**src/rtl/uart_recv.sv**
```systemverilog
// UART receiver for the 10-bit frame (start 0, 8 data bits MSB first, stop 1).
// The line is synchronised, then sampled mid-bit by counting oversample ticks.
//
// state | meaning
// IDLE  | line idle, waiting for a tick with the line low
// START | counting to mid start bit, rejecting glitches
// DATA  | sampling eight data bits, one per bit period
// STOP  | sampling the stop bit, then publishing the byte or flagging an error
// BREAK | stop bit was low; waiting for the line to return high
module uart_recv #(
    parameter int OVERSAMPLE = 16
) (
    input  logic       clk,
    input  logic       rst,
    input  logic       clk_en,
    input  logic       s_in,
    output logic [7:0] q_out,
    output logic       valid,
    output logic       frame_err,
    output logic       busy
);

    localparam int TW = $clog2(OVERSAMPLE);
    localparam logic [TW-1:0] HALF_TC = TW'(OVERSAMPLE / 2 - 1);
    localparam logic [TW-1:0] FULL_TC = TW'(OVERSAMPLE - 1);

    typedef enum logic [2:0] {
        IDLE,
        START,
        DATA,
        STOP,
        BREAK
    } state_t;

    state_t        state;
    logic [1:0]    sync;
    logic          s_sync;
    logic [TW-1:0] tick_cnt;
    logic [2:0]    bit_cnt;
    logic [7:0]    shift_reg;

    assign s_sync = sync[1];
    assign busy   = (state != IDLE);

    always_ff @(posedge clk) begin
        if (rst) begin
            state     <= IDLE;
            sync      <= 2'b11;
            tick_cnt  <= '0;
            bit_cnt   <= '0;
            shift_reg <= '0;
            q_out     <= '0;
            valid     <= 1'b0;
            frame_err <= 1'b0;
        end else begin
            // the synchroniser and the output pulses ignore clk_en
            sync      <= {sync[0], s_in};
            valid     <= 1'b0;
            frame_err <= 1'b0;
            if (clk_en) begin
                case (state)
                    IDLE: begin
                        if (!s_sync) begin
                            state    <= START;
                            tick_cnt <= '0;
                        end
                    end
                    START: begin
                        if (tick_cnt == HALF_TC) begin
                            if (!s_sync) begin
                                state    <= DATA;
                                tick_cnt <= '0;
                                bit_cnt  <= '0;
                            end else begin
                                state <= IDLE;
                            end
                        end else begin
                            tick_cnt <= tick_cnt + TW'(1);
                        end
                    end
                    DATA: begin
                        if (tick_cnt == FULL_TC) begin
                            shift_reg <= {shift_reg[6:0], s_sync};
                            tick_cnt  <= '0;
                            bit_cnt   <= bit_cnt + 3'd1;
                            if (bit_cnt == 3'd7) begin
                                state <= STOP;
                            end
                        end else begin
                            tick_cnt <= tick_cnt + TW'(1);
                        end
                    end
                    STOP: begin
                        if (tick_cnt == FULL_TC) begin
                            tick_cnt <= '0;
                            // returning to IDLE at mid-stop leaves room for a back-to-back start
                            if (s_sync) begin
                                q_out <= shift_reg;
                                valid <= 1'b1;
                                state <= IDLE;
                            end else begin
                                frame_err <= 1'b1;
                                state     <= BREAK;
                            end
                        end else begin
                            tick_cnt <= tick_cnt + TW'(1);
                        end
                    end
                    BREAK: begin
                        if (s_sync) begin
                            state <= IDLE;
                        end
                    end
                    default: state <= IDLE;
                endcase
            end
        end
    end

endmodule

```
**config.mk**
```make
export PLATFORM = sky130hd
export DESIGN_NAME = uart_recv
export DESIGN_NICKNAME = d
export VERILOG_FILES = /design/src/rtl/uart_recv.sv
export SDC_FILE = /design/constraint.sdc
export NUM_CORES = 1
export LEC_CHECK = 0
export CAP_MARGIN = 20
export CORE_MARGIN = 10
export CORE_UTILIZATION = 25
export DETAILED_ROUTE_END_ITERATION = 8
export HOLD_SLACK_MARGIN = 0.08
export SYNTH_ARGS = -nofsm -noshare
export SYNTH_HDL_FRONTEND = slang
export SYNTH_SLANG_ARGS = --single-unit
```
**constraint.sdc**
```tcl
create_clock -name clk -period 2.15 [get_ports clk]
set_input_delay 0.215 -clock clk [delete_from_list [all_inputs] [get_ports clk]]
set_output_delay 0.215 -clock clk [all_outputs]
set_load 0.02 [all_outputs]
```
==> run_results.csv <==
group,metric,value,unit
status,outcome,"complete, no violations",
synthesis,synthCells,138,
run,max_cap_viol_count,0,
layout,most-common-layout-cells,"30 x dfxtp_1, 14 x clkdlybuf4s50_1, 9 x nor4_1, 9 x nand2b_1, 9 x mux2i_1",
timing,fin_setup_tns,0,ns
clock_tree,path_clk_slew,0.06,ns
placement,hpwlAfterDp,2030,um
clock_tree,hold_buffers,0,
critical_path,reg2reg_from,"state[0]",
die,die-area,0.00899,sq mm
layout,drive_gt1_frac,0.155,
global_route,grt_max_degree,19,
timing,fin_skew,0.00746,ns
global_route,antenna_found_initial,0,
critical_path,worstSetupPathType,"reg -> out",
detailed_routing,antenna_left,0,
detailed_routing,vias,1047,
synthesis,synthFlopType,"dfxtp_1",
critical_path,setup.worst_path.start,"state[0]",
clock_tree,cts_max_level,2,
global_route,grt_pass1_vias,1110,
clock_tree,post_cts_buffers,0,
die,num_rows,27,
clock_tree,worstSkewPairLatency,0.28,ns
detailed_routing,viasPerCell,4.61,
synthesis,yosys.cell_types.count,44,
synthesis,synth_area,0.00140,sq mm
layout,final_common_cell,"dfxtp_1",
detailed_routing,totalWireLength,2980,um
detailed_routing,drc_errors,0,
layout,area_growth,22.3,%
synthesis,yosysWarnings,0,
timing,maxSlewHeadroom,0.667,
synthesis,avgSynthCellArea,10.1,sq um
hold_path,min-delay-start,"sync[0]",
synthesis,ys_ff_latch,30,
clock_tree,postCtsResizedCells,0,
die,die_height,94.8,um
critical_path,startpoint_type,"flip-flop",
die,start_util,0.256,
timing,timing.fmax,0.518,GHz
power_and_ir_drop,power_frac_comb,0.052,
synthesis,ys_seq_area_frac,0.429,
clock_tree,clockRootBuffer,"clkbuf_8",
timing,post-route-min-period,1.93,ns
critical_path,worstPathRequired,1.93,ns
detailed_routing,wl_per_cell,13.1,um
clock_tree,cts_sinks,30,
placement,dpl_worst_slack,0.246,ns
global_route,grt_pass1_wl,5260,um
power_and_ir_drop,power_density,638,mW/mm^2
layout,finish.instance_area,0.00171,sq mm
critical_path,worst_ep_arrival_time,1.72,ns
power_and_ir_drop,p_seq_frac,0.521,
die,ioPinCount,15,
power_and_ir_drop,worst_ir_drop_vdd,0.227,mV
layout,fin_nets,161,
clock_tree,clockBufferDepth,2,
placement,place_congestion,0.743,
timing,holdWs,0.410,ns
placement,io_buffers,14,
critical_path,path_max_fanout,13,
clock_tree,cts_tree,"yes",
timing,worst_pin_slew,0.494,ns
timing,finalSetupViolations,0,
power_and_ir_drop,switching_share,0.227,
synthesis,synth_edf_count,0,
layout,antenna_cells,0,
timing,hold_viol,0,
timing,fin_crit_sh,0.898,
synthesis,ys_async_sr_fraction,0,
global_route,grt_overflow,0,
timing,report.final.slew_viol_count,0,
power_and_ir_drop,clock_power_share,0.427,
die,die_x,94.8,um
timing,rsz0062_at_grt,"no",
power_and_ir_drop,p_leak,0.597,nW
critical_path,end_kind,"primary output",
timing,setup_slack,0.219,ns
detailed_routing,drt_pre_antenna_iters,4,
global_route,track_usage,0.0725,
power_and_ir_drop,switchingPower,248,uW
power_and_ir_drop,p_int,845,uW
detailed_routing,first_iter_violations,45,
synthesis,syn-num-nets,145,
placement,placed_cell_area,0.00162,sq mm
hold_path,min_path_type,"reg -> reg",
die,core_area,0.00547,sq mm
clock_tree,numCtsBuffers,5,
## power by group through the flow
stage	Combinational [mW]	Clock, mW	Sequential [mW]
3_3_place_gp	0.0574	0	0.582
5_1_grt	0.0626	0.503	0.570
2_1_floorplan	0.0426	0	0.575
4_1_cts	0.0580	0.474	0.569
6_report	0.0573	0.466	0.569
3_5_place_dp	0.0574	0	0.581
## path summary, 6_finish.rpt
check               end  slack [ns]  depth (start not counted)
max                busy        0.22                          3
min             sync[1]        0.41                          1
max reg2reg  bit_cnt[1]        0.48                          3
min reg2reg     sync[1]        0.41                          1
## per-layer routing
layer	global-route usage	vias to the layer above	wire, um
met1	0.0937	489	1510
met3	0.0301	6	182
li1	-	537	-
met5	0	-	0
met4	0.0362	0	61
met2	0.101	15	1220
## synthesized netlist by cell type (2+ instances only)
cell type	n	area share
dfxtp_1	30	0.43
clkbuf_1	5	0.013
a21oi_1	2	0.0071
o22ai_1	2	0.0089
mux2i_1	9	0.064
nor2_1	2	0.0054
nor3b_1	2	0.011
nor3_1	2	0.0071
o21ai_0	2	0.0071
nand2b_1	9	0.040
o2bb2ai_1	4	0.025
clkbuf_2	2	0.0071
ha_1	3	0.027
a31o_1	8	0.050
nand2_1	8	0.021
or2_2	3	0.013
inv_1	7	0.019
nand3b_1	2	0.011
nor4_1	9	0.040
buf_2	3	0.011
## stage by stage
step                utilization  instances  total power, mW
floorplan                     -        138            0.617
global placement          0.296        219            0.639
detailed placement        0.296        219            0.639
CTS                       0.313        227             1.10
global route              0.313        227             1.14
finish                    0.313        227             1.09
## cell families after synthesis
logic type | share of synthesized area
and+or+nand+nor | 0.237
DFF | 0.429
AOI/OAI and AO/OA | 0.164
buffers and inverters | 0.0581
muxes | 0.0724
adders and majority gates | 0.0268
xor gates and xnor gates | 0.0125
## critical path: stages, from the launching register on
cell and delay [ns]:
dfxtp_1 0.58, nor2_1 0.15, nand2_1 0.11, clkdlybuf4s50_1 0.60
## area by class of cell
class	count	area [sq um]
Timing Repair Buffer	20	185
Multi-Input combinational cell	90	718
Fill cell	592	3760
Clock inverter	1	5.00
Tap cell	72	90.1
Sequential cell	30	601
Inverter	7	26.3
Clock buffer	7	86.3
Power figures use the tool's default switching activity.
